==> src/rtl/y_demux4_reg.sv <==
// Registered 1-to-4 demux: one-entry holding register per channel, one cycle in-to-out latency.
// in_ready stalls only when the addressed channel is full and its consumer is not taking it.
module y_demux4_reg #(
  parameter int SIZE  = 32,
  parameter int CNT_W = 16
) (
  input  logic              clk,
  input  logic              rst_n,
  input  logic              in_valid,
  output logic              in_ready,
  input  logic [SIZE-1:0]   in_data,
  input  logic [1:0]        in_sel,
  output logic [3:0]        out_valid,
  input  logic [3:0]        out_ready,
  output logic [4*SIZE-1:0] out_data,
  output logic [CNT_W-1:0]  accept_cnt,
  output logic              busy
);

  typedef enum logic {EMPTY = 1'b0, FULL = 1'b1} ch_state_t;

  localparam logic [CNT_W-1:0] CNT_ONE = {{(CNT_W-1){1'b0}}, 1'b1};

  ch_state_t       state_q [4];
  ch_state_t       state_nxt [4];
  logic [SIZE-1:0] d_q [4];
  logic [3:0]      v;
  logic [3:0]      load;
  logic [3:0]      drain;
  logic            accept;

  always_comb begin
    for (int i = 0; i < 4; i++) begin
      v[i] = (state_q[i] == FULL);
    end
  end

  // Ready looks only at the addressed channel, never at in_valid.
  assign in_ready  = ~v[in_sel] | out_ready[in_sel];
  assign accept    = in_valid & in_ready;
  assign out_valid = v;
  assign busy      = |v;

  always_comb begin
    load  = 4'b0000;
    drain = 4'b0000;
    for (int i = 0; i < 4; i++) begin
      load[i]  = accept & (in_sel == 2'(i));
      drain[i] = v[i] & out_ready[i];
    end
  end

  always_comb begin
    for (int i = 0; i < 4; i++) begin
      state_nxt[i] = state_q[i];
      case (state_q[i])
        EMPTY:   if (load[i]) state_nxt[i] = FULL;
        FULL:    if (drain[i] && !load[i]) state_nxt[i] = EMPTY;
        default: state_nxt[i] = EMPTY;
      endcase
    end
  end

  always_ff @(posedge clk or negedge rst_n) begin
    if (!rst_n) begin
      for (int i = 0; i < 4; i++) begin
        state_q[i] <= EMPTY;
        d_q[i]     <= '0;
      end
    end else begin
      for (int i = 0; i < 4; i++) begin
        state_q[i] <= state_nxt[i];
        if (load[i]) d_q[i] <= in_data;
      end
    end
  end

  always_ff @(posedge clk or negedge rst_n) begin
    if (!rst_n) begin
      accept_cnt <= '0;
    end else if (accept) begin
      accept_cnt <= accept_cnt + CNT_ONE;
    end
  end

  always_comb begin
    out_data = '0;
    for (int i = 0; i < 4; i++) begin
      out_data[i*SIZE +: SIZE] = d_q[i];
    end
  end

endmodule

==> config.mk <==
export PLATFORM = sky130hd
export DESIGN_NAME = y_demux4_reg
export DESIGN_NICKNAME = d
export VERILOG_FILES = /design/src/rtl/y_demux4_reg.sv
export SDC_FILE = /design/constraint.sdc
export NUM_CORES = 1
export LEC_CHECK = 0
export CORE_MARGIN = 2
export CORE_UTILIZATION = 41
export CTS_CLUSTER_DIAMETER = 40
export CTS_CLUSTER_SIZE = 8
export DETAILED_ROUTE_END_ITERATION = 10
export GPL_ROUTABILITY_DRIVEN = 1
export PLACE_DENSITY_LB_ADDON = 0.08
export SYNTH_ARGS = -nofsm -noshare
export SYNTH_HDL_FRONTEND = slang
export SYNTH_SLANG_ARGS = --single-unit
==> constraint.sdc <==
create_clock -name clk -period 2 [get_ports clk]
set_input_delay 0.6 -clock clk [delete_from_list [all_inputs] [get_ports clk]]
set_output_delay 0.6 -clock clk [all_outputs]
set_load 0.03 [all_outputs]
==> results by group, run 1 <==
Outcome
  • Status: complete, but fails checks
  • Failing checks: setup timing

Logic synthesis
  • Post-Synthesis Net Count: 404
  • Post-Syn Area: 5700 sq um
  • Yosys reg bits: 148
  • Gate Count Post-Synth: 362
  • Yosys cell types: 23
  • Yosys warnings: 0
  • Sequential fraction of the synthesis area: 65.0%
  • Mapped Avg Cell Area: 15.8 sq um

Floorplanning
  • Core Region: 13700 sq um
  • DIE AREA: 14900 sq um
  • Number of core rows: 43
  • Die X: 122 um
  • Die H: 122 um
  • Initial core utilization: 41.6%
  • IO Count: 191

Timing
  • Worst Tran Pin Value: 0.389 ns
  • Final-report setup violation count: 2
  • Final WS setup: -0.189 ns
  • RSZ-0062 raised after global routing: yes
  • Worst Skew: 0.00402 ns
  • Slew Viols, Final: 0
  • Slew headroom: 74.2%
  • Period minus WS final: 2.19 ns
  • Smallest hold slack: 0.0364 ns
  • Final setup TNS: -0.337 ns
  • Final Hold Fails: 0
  • Crit share post-route: 109%
  • FMAX: 457 MHz

Clocking
  • Clock Tree Root: clkbuf_16
  • CTS Buffer Depth: 2
  • Cts hold-fix bufs: 0
  • TritonCTS buffer count: 17
  • Worst-Skew Late Latency: 0.41 ns
  • Clk sinks: 148
  • Clock Pin Slew Worst Setup and Hold Paths: 0.06 ns
  • H-tree Lvls: 4
  • CTS tree: built

Global route
  • Total GRT Usage: 19.5%
  • Congestion Overflow GR: 0
  • Initial antenna violation count: 0
  • Pin count of the biggest net entering global routing: 41
  • First-pass GRT wire length: 21700 um
  • Vias in the first global route: 4087

Pwr
  • Pwr Density: 1230 nW/um^2
  • Design Power: 0.0105 W
  • P_leak: 3.94 nW
  • Peak VDD IR: 722 uV

Worst setup path
  • Crit end category: output pin
  • Crit path max fanout: 3
  • Type of the worst setup path: in2out
  • Data arrival, critical path: 1.59 ns
  • Startpoint types: input pin
  • Critical Path RT: 1.40 ns

Final layout
  • P&R area growth vs syn: 49.8%
  • Layout cell share with drive strength beyond 1: 33.5%
  • ANT cells: 0
  • Number of fill cells: 1125
  • Post-layout util: 62.3%
  • NumNets Final: 621

Route
  • Routed len/inst: 17.8 um
  • Overall via count from detail_route: 3782
  • Final ANT Viol Nets: 0
  • Drt drc: 0
  • Total Wirelength: 13800 um
  • Via/cell ratio: 4.91
  • Drt pass-1 iters: 4
  • DR iter-0 viols: 178

Placed design
  • Final HPWL DP: 9670 um
  • Pre-CTS setup slack: -0.910 ns
  • Port bufs: 190
  • RD Place Congestion: 0.754

Flow run
  • Number of max-cap violations: 0

Hold path
  • Hold Crit Class: in2async
## registers in the layout, summed over array words and instances, names as in the netlist
signal      count
accept_cnt     16
out_valid       4
out_data      128
## critical path, stage by stage
cell,delay (ns)
clkdlybuf4s15_2,0.19
nand2b_4,0.14
mux4_2,0.49
buf_6,0.16
## final timing paths
check | from | to | slack, ns | cells past startpoint
worst max-delay path | out_ready[2] | in_ready | -0.19 | 4
worst min-delay path | rst_n | out_data[101]$_DFFE_PN0P_ | 0.04 | 1
worst max register to register | out_valid[1]$_DFF_PN0_ | accept_cnt[1]$_DFFE_PN0P_ | 0.25 | 5
worst min register to register | accept_cnt[15]$_DFFE_PN0P_ | accept_cnt[15]$_DFFE_PN0P_ | 0.47 | 1
max in group asynchronous | rst_n | accept_cnt[12]$_DFFE_PN0P_ | 1.39 | 2
min in group clk | accept_cnt[15]$_DFFE_PN0P_ | accept_cnt[15]$_DFFE_PN0P_ | 0.47 | 1
## report_power, final
part           internal (W)  switching (W)  total, W
clock network       0.00224        0.00115   0.00340
registers           0.00361       0.000348   0.00396
logic               0.00121        0.00194   0.00315
total               0.00707        0.00344    0.0105
## per-stage QoR
step / cells / cell area, sq um
finish: 771 / 8540
global route: 771 / 8540
CTS: 771 / 8530
detailed placement: 739 / 8070
global placement: 739 / 8070
floorplan: 362 / 5740
## logic make-up after synthesis
logic type	after synthesis	share of synthesized area (%)
xor gates and xnor gates	15	2.30
adders and majority gates	1	0.219
AOI/OAI and AO/OA	1	0.0877
DFF	148	65.0
and+or+nand+nor	48	4.48
buffers and inverters	19	2.08
muxes	130	25.9
## layout make-up
class / count / area (sq um) / share of cell area, %
sequential: 148 / 3710 / 43.4
timing repair buffer: 214 / 2030 / 23.8
multi-input combinational: 195 / 1920 / 22.5
clock buffer: 23 / 498 / 5.83
tap: 180 / 225 / 2.64
clock inverter: 8 / 146 / 1.71
inverter: 3 / 11.3 / 0.132
## cells in the final DEF (no fill, tap or decap), types with 2 or more instances in the layout
| master | n |
|---|---|
| bufinv_16 | 4 |
| buf_4 | 13 |
| clkbuf_16 | 17 |
| clkinv_2 | 2 |
| inv_1 | 3 |
| mux2_2 | 125 |
| and3_1 | 2 |
| dlygate4sd2_1 | 150 |
| clkdlybuf4s15_2 | 2 |
| nor2_1 | 6 |
| mux2_1 | 4 |
| nand2b_4 | 4 |
| nor3_1 | 2 |
| clkbuf_8 | 5 |
| dfrtp_1 | 146 |
| xnor2_1 | 15 |
| nand4_1 | 6 |
| buf_6 | 3 |
| clkdlybuf4s50_1 | 33 |
| buf_12 | 11 |
| dfrtp_2 | 2 |
| nand2_1 | 14 |
| nand3_1 | 8 |
## layer usage
| layer | part of all wire [%] | track usage (%) | vias to the layer above |
|---|---|---|---|
| li1 | - | - | 1705 |
| met1 | 40 | 23.5 | 1922 |
| met2 | 49 | 31.4 | 128 |
| met3 | 7.6 | 7.26 | 27 |
| met4 | 2.6 | 8.26 | 0 |
| met5 | 0 | 0 | - |
## synthesized netlist by cell type
master    number  area (sq um)
mux4_2         1          22.5
and4_1         1          8.76
nand3b_2       1          11.3
nor3_1         2          10.0
dfrtp_1      148          3700
or4_1          1          7.51
o21ai_0        1          5.00
nand3_1        8          40.0
nor3b_2        1          12.5
mux2_2       125          1410
nand2b_1       4          25.0
buf_2          8          40.0
nand2_1       14          52.6
nor2b_2        1          8.76
buf_6          2          22.5
ha_1           1          12.5
mux2_1         4          45.0
xnor2_1       15           131
nor2_1         6          22.5
buf_4          6          45.0
and3_1         3          18.8
inv_1          3          11.3
nand4_1        6          37.5
## timing repair
item	4_1_cts	5_1_grt
setup buffers	1	0
endpoints found under the hold margin	0	0
resized for setup	176	3
setup endpoints to repair	151	3
No activity file was read; power rests on OpenSTA's default activity.
==> inputs of run 2 (changes only) <==
--- a/config.mk
+++ b/config.mk
@@ -5,7 +5,7 @@
 export SDC_FILE = /design/constraint.sdc
 export NUM_CORES = 1
 export LEC_CHECK = 0
-export CORE_MARGIN = 2
+export CORE_MARGIN = 5
 export CORE_UTILIZATION = 41
 export CTS_CLUSTER_DIAMETER = 40
 export CTS_CLUSTER_SIZE = 8
==> run 2 against run 1 <==
  * Hold slack better by 0.075 ns
  * Global-route usage fell by 1.5 points
  * First-iteration DRC count is 43% lower
  * Register-to-register slack improved by 0.05 ns
  * Non-clock buffer count increased by 6
  * Highest routed layer unchanged
  * Flip-flop and latch count unchanged
  * Combinational power hardly changed
  * Power rose by 1.3%
  * The flow still finishes with violations (setup timing)
  * Die area is 10% higher
  * Cell count grew 0.91%
==> results by group, run 2 (synthesis results as in run 1) <==
Outcome
  • Status: complete, but fails checks
  • Failing checks: setup timing

Pwr
  • Design Power: 0.0107 W
  • Pwr Density: 1240 nW/um^2
  • P_leak: 3.97 nW
  • Peak VDD IR: 775 uV

Hold path
  • Hold Crit Class: in2async

Worst setup path
  • Crit path max fanout: 2
  • CP peak stage delay: 0.48 ns
  • Crit end category: output pin
  • Type of the worst setup path: in2out
  • Critical Path RT: 1.40 ns
  • Data arrival, critical path: 1.54 ns
  • CP max stage cell: mux4_2
  • Startpoint types: input pin
  • Cells along the critical path: clkdlybuf4s15_1 -> nand2b_4 -> mux4_2 -> buf_6

Placed design
  • RD Place Congestion: 0.769
  • Port bufs: 190
  • Pre-CTS setup slack: -0.912 ns
  • Final HPWL DP: 10100 um
  • Placed Cells: 743

Final layout
  • Largest register FFs: 128
  • Commonest non-fill, non-tap cell in the layout: dlygate4sd2_1
  • P&R area growth vs syn: 50.6%
  • NumNets Final: 627
  • ANT cells: 0
  • Layout cell share with drive strength beyond 1: 33.8%
  • Post-layout util: 62.3%
  • Number of fill cells: 1125
  • Final non-filler cell total: 778
  • Commonest non-fill, non-tap cells in the layout: 149 x dlygate4sd2_1, 148 x dfrtp_1, 125 x mux2_2

Timing
  • Final setup TNS: -0.272 ns
  • Crit share post-route: 107%
  • RSZ-0062 raised after global routing: yes
  • Final Hold Fails: 0
  • FMAX: 467 MHz
  • Final WS setup: -0.144 ns
  • Slew Viols, Final: 0
  • Period minus WS final: 2.14 ns
  • Worst Tran Pin Value: 0.449 ns
  • Final-report setup violation count: 2
  • Worst Skew: 0.00755 ns
  • Slew headroom: 70.1%

Global route
  • First-pass GRT wire length: 22700 um
  • Congestion Overflow GR: 0
  • Total GRT Usage: 18.0%
  • Initial antenna violation count: 0
  • Vias in the first global route: 4163
  • Pin count of the biggest net entering global routing: 47

Route
  • Routed len/inst: 18.1 um
  • Drt drc: 0
  • Total Wirelength: 14100 um
  • Drt pass-1 iters: 6
  • Final ANT Viol Nets: 0
  • Overall via count from detail_route: 3739
  • Via/cell ratio: 4.81
  • DR iter-0 viols: 101

Floorplanning
  • Core Region: 13800 sq um
  • Die H: 128 um
  • Die X: 128 um
  • IO Count: 191
  • DIE AREA: 16400 sq um
  • Initial core utilization: 41.4%
  • Number of core rows: 43

Clocking
  • TritonCTS buffer count: 17
  • CTS tree: built
  • Clk sinks: 148
  • Clock Pin Slew Worst Setup and Hold Paths: 0.06 ns
  • CTS Buffer Depth: 2
  • H-tree Lvls: 4
  • Clock Tree Root: clkbuf_16
  • Worst-Skew Late Latency: 0.42 ns

Flow run
  • Number of max-cap violations: 0
==> run 2: per-stage QoR <==
stage / area, sq um / hold slack, ns
after global placement: 8080 / 0.464
final: 8590 / 0.111
after detailed placement: 8080 / 0.480
after CTS: 8590 / 0.112
after global routing: 8590 / 0.135
after floorplan: 5740 / 0.304
==> run 2: what timing repair did <==
| action | 4_1_cts | 5_1_grt |
|---|---|---|
| buffers inserted | 3 | 0 |
| pin swaps | 0 | 0 |
| hold buffers | 0 | 0 |
| hold endpoints to repair | 0 | 0 |
| endpoints found under the setup margin | 151 | 2 |
| resized for setup | 175 | 0 |
==> run 2: final cells by class <==
| type | count | area [sq um] | area share [%] |
|---|---|---|---|
| clock buffer | 20 | 467 | 5.43 |
| clock inverter | 12 | 200 | 2.33 |
| inverter | 3 | 11.3 | 0.131 |
| multi-input combinational | 195 | 1920 | 22.4 |
| sequential | 148 | 3700 | 43.1 |
| tap | 180 | 225 | 2.62 |
| timing repair buffer | 220 | 2060 | 24.0 |
==> run 2: final timing paths <==
kind,startpoint,endpoint,slack (ns),cells after the start
worst min-delay path,rst_n,out_data[5]$_DFFE_PN0P_,0.11,1
min in group clk,accept_cnt[9]$_DFFE_PN0P_,accept_cnt[9]$_DFFE_PN0P_,0.49,1
worst max-delay path,out_ready[1],in_ready,-0.14,4
max in group asynchronous,rst_n,out_data[126]$_DFFE_PN0P_,1.34,2
worst max register to register,out_valid[0]$_DFF_PN0_,accept_cnt[1]$_DFFE_PN0P_,0.30,5
worst min register to register,accept_cnt[9]$_DFFE_PN0P_,accept_cnt[9]$_DFFE_PN0P_,0.49,1
==> run 2: worst max-delay path: cells and delay by family <==
kind | cells | cell delay [ns]
and+or+nand+nor | 1 | 0.14
muxes | 1 | 0.48
buffers and inverters | 2 | 0.33
==> run 2: routing by layer <==
layer / wire [um] / global-route usage (%)
met5: 0 / 0
met3: 1090 / 6.63
met1: 5990 / 22.4
met2: 6670 / 28.6
met4: 320 / 7.12
==> run 2: power breakdown <==
group          leakage [nW]  total, W  switching, W  internal, W
clock                 0.319   0.00352       0.00120      0.00231
combinational          1.87   0.00315       0.00194      0.00121
sequential             1.78   0.00398      0.000367      0.00361
